## src/rtl/dma_2d_pkg.sv

```systemverilog
// Shared types and constants for the 2D burst planner: beat size, 4KB page size,
// FSM state encoding and the command record layout.
package dma_2d_pkg;

   localparam int DEF_ADDR_WIDTH = 32;
   localparam int DEF_DATA_WIDTH = 32;
   localparam int BYTES_PER_BEAT = DEF_DATA_WIDTH / 8;
   localparam int AXI_4KB        = 4096;

   typedef enum logic [1:0] {
      IDLE,
      CALC,
      ISSUE,
      DONE
   } state_e;

   typedef struct packed {
      logic [DEF_ADDR_WIDTH-1:0] addr;
      logic [7:0]                len;
      logic                      row_last;
      logic                      last;
   } cmd_t;

endpackage

```

## src/rtl/dma_2d_burst_len_calc.sv

```systemverilog
// Combinational burst length: min of remaining row beats, max burst length and,
// when DMA2D_4K_SPLIT_EN is defined, the beats left before the next 4KB page.
module dma_2d_burst_len_calc
   import dma_2d_pkg::*;
#(
   parameter int ADDR_W    = DEF_ADDR_WIDTH,
   parameter int BPB       = BYTES_PER_BEAT,
   parameter int BURST_LEN = 16
) (
   input  logic [31:0]       row_remaining_i,
   input  logic [ADDR_W-1:0] cur_addr_i,
   output logic [8:0]        len_beats_o
);

   localparam int BPB_SHIFT = $clog2(BPB);

   logic [31:0] limit;
   logic        unused_bits;

`ifdef DMA2D_4K_SPLIT_EN
   logic [12:0] bytes_to_4k;
   logic [31:0] beats_to_4k;

   // Page offset 0 yields the full 4096 bytes, hence the 13-bit subtraction.
   assign bytes_to_4k = 13'(AXI_4KB) - {1'b0, cur_addr_i[11:0]};
   assign beats_to_4k = 32'(bytes_to_4k >> BPB_SHIFT);
`endif

   always_comb begin
      limit = 32'(BURST_LEN);
      if (row_remaining_i < limit) begin
         limit = row_remaining_i;
      end
`ifdef DMA2D_4K_SPLIT_EN
      if (beats_to_4k < limit) begin
         limit = beats_to_4k;
      end
`endif
   end

   assign len_beats_o = limit[8:0];
   assign unused_bits = ^{cur_addr_i, limit[31:9]};

endmodule

```

## src/rtl/dma_2d_burst_planner.sv

```systemverilog
// Splits a 2D image into AXI4 read-burst commands ({addr,len}) over valid/ready.
// Optional 4KB boundary splitting is enabled by defining DMA2D_4K_SPLIT_EN.
module dma_2d_burst_planner
   import dma_2d_pkg::*;
#(
   parameter int C_M_AXI_ADDR_WIDTH = DEF_ADDR_WIDTH,
   parameter int C_M_AXI_DATA_WIDTH = DEF_DATA_WIDTH,
   parameter int C_M_AXI_BURST_LEN  = 16
) (
   input  logic                          M_AXI_ACLK,
   input  logic                          M_AXI_ARESETN,
   input  logic                          i_start,
   input  logic [C_M_AXI_ADDR_WIDTH-1:0] i_src_addr,
   input  logic [31:0]                   i_img_width,
   input  logic [31:0]                   i_img_height,
   input  logic [C_M_AXI_ADDR_WIDTH-1:0] i_img_stride,
   output logic                          o_cmd_valid,
   input  logic                          i_cmd_ready,
   output logic [C_M_AXI_ADDR_WIDTH-1:0] o_cmd_addr,
   output logic [7:0]                    o_cmd_len,
   output logic                          o_cmd_row_last,
   output logic                          o_cmd_last,
   output logic                          o_busy,
   output logic                          o_done,
   output logic                          o_cfg_err
);

   localparam int AW        = C_M_AXI_ADDR_WIDTH;
   localparam int BPB       = C_M_AXI_DATA_WIDTH / 8;
   localparam int BPB_SHIFT = $clog2(BPB);

   state_e        state_q, state_d;
   logic          start_prev_q;
   logic [AW-1:0] cur_addr_q, cur_addr_d;
   logic [AW-1:0] row_addr_q, row_addr_d;
   logic [AW-1:0] stride_q, stride_d;
   logic [31:0]   width_q, width_d;
   logic [31:0]   height_q, height_d;
   logic [31:0]   row_rem_q, row_rem_d;
   logic [31:0]   row_q, row_d;
   logic [8:0]    len_q, len_d;
   logic          cfg_err_q, cfg_err_d;
   cmd_t          cmd_q, cmd_d;

   logic          start_rise;
   logic          cfg_bad;
   logic          row_end;
   logic [8:0]    len_beats;

   dma_2d_burst_len_calc #(
      .ADDR_W    (AW),
      .BPB       (BPB),
      .BURST_LEN (C_M_AXI_BURST_LEN)
   ) u_len_calc (
      .row_remaining_i (row_rem_q),
      .cur_addr_i      (cur_addr_q),
      .len_beats_o     (len_beats)
   );

   assign start_rise = i_start & ~start_prev_q;
   assign cfg_bad    = (i_img_width == 32'd0) || (i_img_height == 32'd0)
                    || ((i_src_addr & AW'(BPB - 1)) != '0)
                    || ((i_img_stride & AW'(BPB - 1)) != '0);

   always_comb begin
      state_d    = state_q;
      cur_addr_d = cur_addr_q;
      row_addr_d = row_addr_q;
      stride_d   = stride_q;
      width_d    = width_q;
      height_d   = height_q;
      row_rem_d  = row_rem_q;
      row_d      = row_q;
      len_d      = len_q;
      cfg_err_d  = cfg_err_q;
      cmd_d      = cmd_q;
      row_end    = 1'b0;

      case (state_q)
         IDLE: begin
            if (start_rise) begin
               cfg_err_d  = cfg_bad;
               cur_addr_d = i_src_addr;
               row_addr_d = i_src_addr;
               stride_d   = i_img_stride;
               width_d    = i_img_width;
               height_d   = i_img_height;
               row_rem_d  = i_img_width;
               row_d      = 32'd0;
               state_d    = cfg_bad ? DONE : CALC;
            end
         end
         CALC: begin
            row_end        = (32'(len_beats) == row_rem_q);
            len_d          = len_beats;
            cmd_d.addr     = cur_addr_q;
            cmd_d.len      = 8'(len_beats - 9'd1);
            cmd_d.row_last = row_end;
            cmd_d.last     = row_end && (row_q == height_q - 32'd1);
            state_d        = ISSUE;
         end
         ISSUE: begin
            if (i_cmd_ready) begin
               if (32'(len_q) == row_rem_q) begin
                  // Row finished: jump to the next row start, not past the burst.
                  row_addr_d = row_addr_q + stride_q;
                  cur_addr_d = row_addr_q + stride_q;
                  row_rem_d  = width_q;
                  row_d      = row_q + 32'd1;
               end else begin
                  cur_addr_d = cur_addr_q + (AW'(len_q) << BPB_SHIFT);
                  row_rem_d  = row_rem_q - 32'(len_q);
               end
               state_d = cmd_q.last ? DONE : CALC;
            end
         end
         DONE: begin
            state_d = IDLE;
         end
         default: begin
            state_d = IDLE;
         end
      endcase
   end

   always_ff @(posedge M_AXI_ACLK) begin
      if (!M_AXI_ARESETN) begin
         state_q      <= IDLE;
         start_prev_q <= 1'b0;
         cur_addr_q   <= '0;
         row_addr_q   <= '0;
         stride_q     <= '0;
         width_q      <= '0;
         height_q     <= '0;
         row_rem_q    <= '0;
         row_q        <= '0;
         len_q        <= '0;
         cfg_err_q    <= 1'b0;
         cmd_q        <= '0;
      end else begin
         state_q      <= state_d;
         start_prev_q <= i_start;
         cur_addr_q   <= cur_addr_d;
         row_addr_q   <= row_addr_d;
         stride_q     <= stride_d;
         width_q      <= width_d;
         height_q     <= height_d;
         row_rem_q    <= row_rem_d;
         row_q        <= row_d;
         len_q        <= len_d;
         cfg_err_q    <= cfg_err_d;
         cmd_q        <= cmd_d;
      end
   end

   assign o_cmd_valid    = (state_q == ISSUE);
   assign o_busy         = (state_q == CALC) || (state_q == ISSUE);
   assign o_done         = (state_q == DONE);
   assign o_cfg_err      = cfg_err_q;
   assign o_cmd_addr     = cmd_q.addr;
   assign o_cmd_len      = cmd_q.len;
   assign o_cmd_row_last = cmd_q.row_last;
   assign o_cmd_last     = cmd_q.last;

endmodule

```

## config.mk

```make
export PLATFORM = sky130hd
export DESIGN_NAME = dma_2d_burst_planner
export DESIGN_NICKNAME = d
export VERILOG_FILES = /design/src/rtl/dma_2d_pkg.sv /design/src/rtl/dma_2d_burst_len_calc.sv /design/src/rtl/dma_2d_burst_planner.sv
export SDC_FILE = /design/constraint.sdc
export NUM_CORES = 1
export LEC_CHECK = 0
export CAP_MARGIN = 20
export CORE_ASPECT_RATIO = 0.6
export CORE_MARGIN = 5
export CORE_UTILIZATION = 52
export CTS_CLUSTER_DIAMETER = 40
export DETAILED_ROUTE_END_ITERATION = 7
export PLACE_DENSITY = 0.83
export SYNTH_ARGS = -nofsm -noshare
export SYNTH_HDL_FRONTEND = slang
export SYNTH_SLANG_ARGS = --single-unit
```

## constraint.sdc

```tcl
create_clock -name M_AXI_ACLK -period 2.8 [get_ports M_AXI_ACLK]
set_input_delay 0.28 -clock M_AXI_ACLK [delete_from_list [all_inputs] [get_ports M_AXI_ACLK]]
set_output_delay 0.28 -clock M_AXI_ACLK [all_outputs]
set_load 0.1 [all_outputs]
```

==> summary.txt, run 1 <==
Outcome - finished, violations left
Failing checks - setup timing
PwrDens - 1060 nW/um2
Hold-fix buffers, CTS - 0
Register area - 5600 um2
Final max-slew violation count - 0
Clock buffer count from CTS - 36
Global Route met3 Usage - 7.38%
Core Box Area - 30,900 um2
Number of cells on the critical path - 9
RSZ-0062 raised after global routing - true
Post-synth EDFFs - 0
Top Ports - 178
CTS tree - yes
Leading area contributor after synthesis - dfxtp_1
Yosys reg bits - 279
Grt total ovfl - 0
CP dominant cell by count - or4_4
Family with the most delay on the worst path - simple AND/OR/NAND/NOR gates
Max Freq - 0.342 GHz
Vias in the first global route - 16,500
Setup crit end kind - flip-flop
Critical path cell sequence - buf_6 > or4_4 > or4_4 > or4_4 > a21oi_4 > buf_6 > nand3_4 > or3_1 > a21oi_1
Final Cell Area - 21,600 um2
Gr usage total - 32.7%
Placed Cells incl. Taps - 2,750
WL/cell - 21.7 um
Clk sinks - 279
Syn_nets - 2,291
Netlist Area Pre-Place - 16,200 um2
CTS Root Cell - clkbuf_16
Die Span Y - 147 um
Synth warn - 0
Setup TNS - -1.48 ns
Worst skew pair latency - 0.54 ns
CP endpoint - row_q[24]
Routability Congestion - 0.994
Row count - 50
Least-Margin Pin Slew - 0.854 ns
Flop2flop setup slack - -0.12 ns
Worst R2R Start - row_rem_q[27]
Global-route wire length before repair - 92,400 um
Reg2Reg Depth - 9
Hold Vio Cnt, Final - 0
Leakage dissipation - 8.40 nW
Place WS - -0.238 ns
Post-Syn Area per Cell - 7.70 um2
Placement Cell Area - 19,400 um2
Layout Utilization - 69.8%
Layout Nets - 2,593
Seq/Total Area, Yosys - 34.6%
Initial antenna violation count - 1
Dpl hpwl - 43,800 um
CP Launch Type - flip-flop
Initial Utilization - 52.3%
Htree depth - 2
Buf/Inv on CP - 2
Worst path required time - 3.26 ns
Multi-input gate area in the final layout - 10,600 um2
Critical-path top delay cell - or4_4
Syn Inst Count - 2,099
Post-route ant nets - 0
Max Cap Viol - 0
# diodes - 0
Worst clock skew - 0.0183 ns
I/O Buffers - 177
Rel. slew slack - 43.0%
Critical path arrival - 3.38 ns
Hold Path Origin - M_AXI_ARESETN
Pre-antenna DRT Iters - 5
Asr flop ratio synth - 0%
Die footprint - 34,800 um2
Min setup slack post-route - -0.122 ns
WS Path Type - flip-flop to flip-flop
Count leader, synth - nand2_1
Most Used Layer, Global Route - met2
Clock transition at path regs - 0.06 ns
Maximum vdd ir drop - 0.000508 V
Setup Viol. Count Final - 29
Largest net degree at the start of global routing - 71
Hold Crit Class - input port to flip-flop
Fin crit share - 104%
Tmin final - 2.92 ns
Fill cells - 2,465
Ranking of synthesized cells by area - dfxtp_1 (35%), nand2_1 (8.0%), a21oi_1 (7.2%), ha_1 (4.4%), nor2_1 (4.0%)
Die X - 238 um
CP max FO - 5
Worst R2R End - row_q[24]
Worst setup path startpoint - row_rem_q[27]
Residual DRC count - 0
Ys flop type - dfxtp_1
Post-synth top area share - 34.6%
CP max stage delay - 0.48 ns
CTS max path bufs - 3
WL final - 61,700 um
Via/cell ratio - 6.27
Final non-filler cell total - 2,843
Netlist cell types - 82
1st-iter DRT viols - 2,348
Synth cell count leaders - nand2_1 (344), dfxtp_1 (279), a21oi_1 (234), nor2_1 (174), o21ai_0 (126)
Vias post-DR - 17,800
Share of cells above drive strength 1 - 19.5%
Area grow syn2layout - 33.6%
GR Util met2 - 48.0%
Met1 usage - 47.8%
-- final cells by class --
type	count	area share, %
sequential	279	25.9
tap	416	2.41
clock buffer	39	4.37
clock inverter	25	1.25
multi-input combinational	1653	48.9
timing repair buffer	394	16.4
inverter	37	0.655
-- sequential cells by signal, indices dropped and copies added, names as in the netlist --
register        count
cur_addr_q         32
height_q           32
o_cmd_addr         32
row_addr_q         32
row_q              32
row_rem_q          32
stride_q           32
width_q            32
len_q               9
o_cmd_len           8
state_q             2
o_cfg_err           1
o_cmd_last          1
o_cmd_row_last      1
start_prev_q        1
-- logic make-up after synthesis --
| family | Yosys count | synth area share, % |
|---|---|---|
| AO/OA/AOI/OAI | 604 | 23.1 |
| XOR/XNOR | 101 | 5.48 |
| adder cells (fa/ha/maj) | 60 | 4.79 |
| multiplexers | 62 | 3.87 |
| buffers and inverters | 168 | 4.04 |
| flip-flops | 279 | 34.6 |
| AND/OR/NAND/NOR | 825 | 24.2 |
-- cell usage in the layout (no fill, tap or decap), drive strengths merged, types with 17 or more instances in the layout --
master and n:
clkbuf 41, nor3 54, nor4 39, a21oi 235
nand4 23, buf 262, o21ai 127, nor2 176
ha 57, nand3 39, mux2i 58, a211oi 30
and3 33, xor2 50, nor2b 19, xnor2 51
a21o 17, or3 24, a31oi 30, o211ai 32
dfxtp 279, inv 46, clkdlybuf4s50 130, nand2 344
-- routing by layer --
layer	part of all wire (%)	vias to the layer above
li1	-	8183
met1	43	8517
met2	42	992
met3	11	137
met4	3.1	0
met5	0	-
-- per-stage QoR --
step	power, mW	hold WS (ns)
floorplan	12.5	0.402
finish	22.9	0.256
global route	23.9	0.272
CTS	21.7	0.285
detailed placement	16.7	0.442
global placement	16.4	0.437
-- how the worst min path moves through the flow --
| stage | endpoint | slack [ns] | cells past startpoint |
|---|---|---|---|
| floorplan | start_prev_q | 0.40 | 1 |
| global placement | width_q[31] | 0.44 | 2 |
| detailed placement | width_q[31] | 0.44 | 2 |
| CTS | stride_q[8] | 0.29 | 3 |
| global route | row_rem_q[21] | 0.27 | 5 |
| finish | row_rem_q[26] | 0.26 | 5 |
-- repair_timing --
| action | in CTS | in global routing |
|---|---|---|
| pin swaps | 21 | 41 |
| buffers inserted | 9 | 17 |
| gates resized for setup | 49 | 134 |
| gates cloned | 0 | 4 |
| setup endpoints to repair | 97 | 109 |
-- power breakdown --
part	leakage (nW)	switching, mW	internal, mW
Clock	0.588	2.03	2.71
Sequential	2.28	0.868	4.85
Combinational	5.53	7.53	4.87
Total	8.40	10.4	12.4
-- worst register-to-register path, cell delays in order, from the launching register on --
cell and delay, ns:
dfxtp_2 0.33, buf_6 0.11, or4_4 0.42, or4_4 0.47, or4_4 0.48, a21oi_4 0.26
buf_6 0.17, nand3_4 0.11, or3_1 0.35, a21oi_1 0.16
(Power assumes the default switching activity.)
==> inputs of run 2 (changes only) <==
--- a/config.mk
+++ b/config.mk
@@ -5,13 +5,14 @@
 export SDC_FILE = /design/constraint.sdc
 export NUM_CORES = 1
 export LEC_CHECK = 0
-export CAP_MARGIN = 20
+export CAP_MARGIN = 10
 export CORE_ASPECT_RATIO = 0.6
 export CORE_MARGIN = 5
 export CORE_UTILIZATION = 52
 export CTS_CLUSTER_DIAMETER = 40
 export DETAILED_ROUTE_END_ITERATION = 7
 export PLACE_DENSITY = 0.83
+export SLEW_MARGIN = 20
 export SYNTH_ARGS = -nofsm -noshare
 export SYNTH_HDL_FRONTEND = slang
 export SYNTH_SLANG_ARGS = --single-unit
==> results of run 2 <==
Final layout, timing and power as in run 1 (identical DEF).
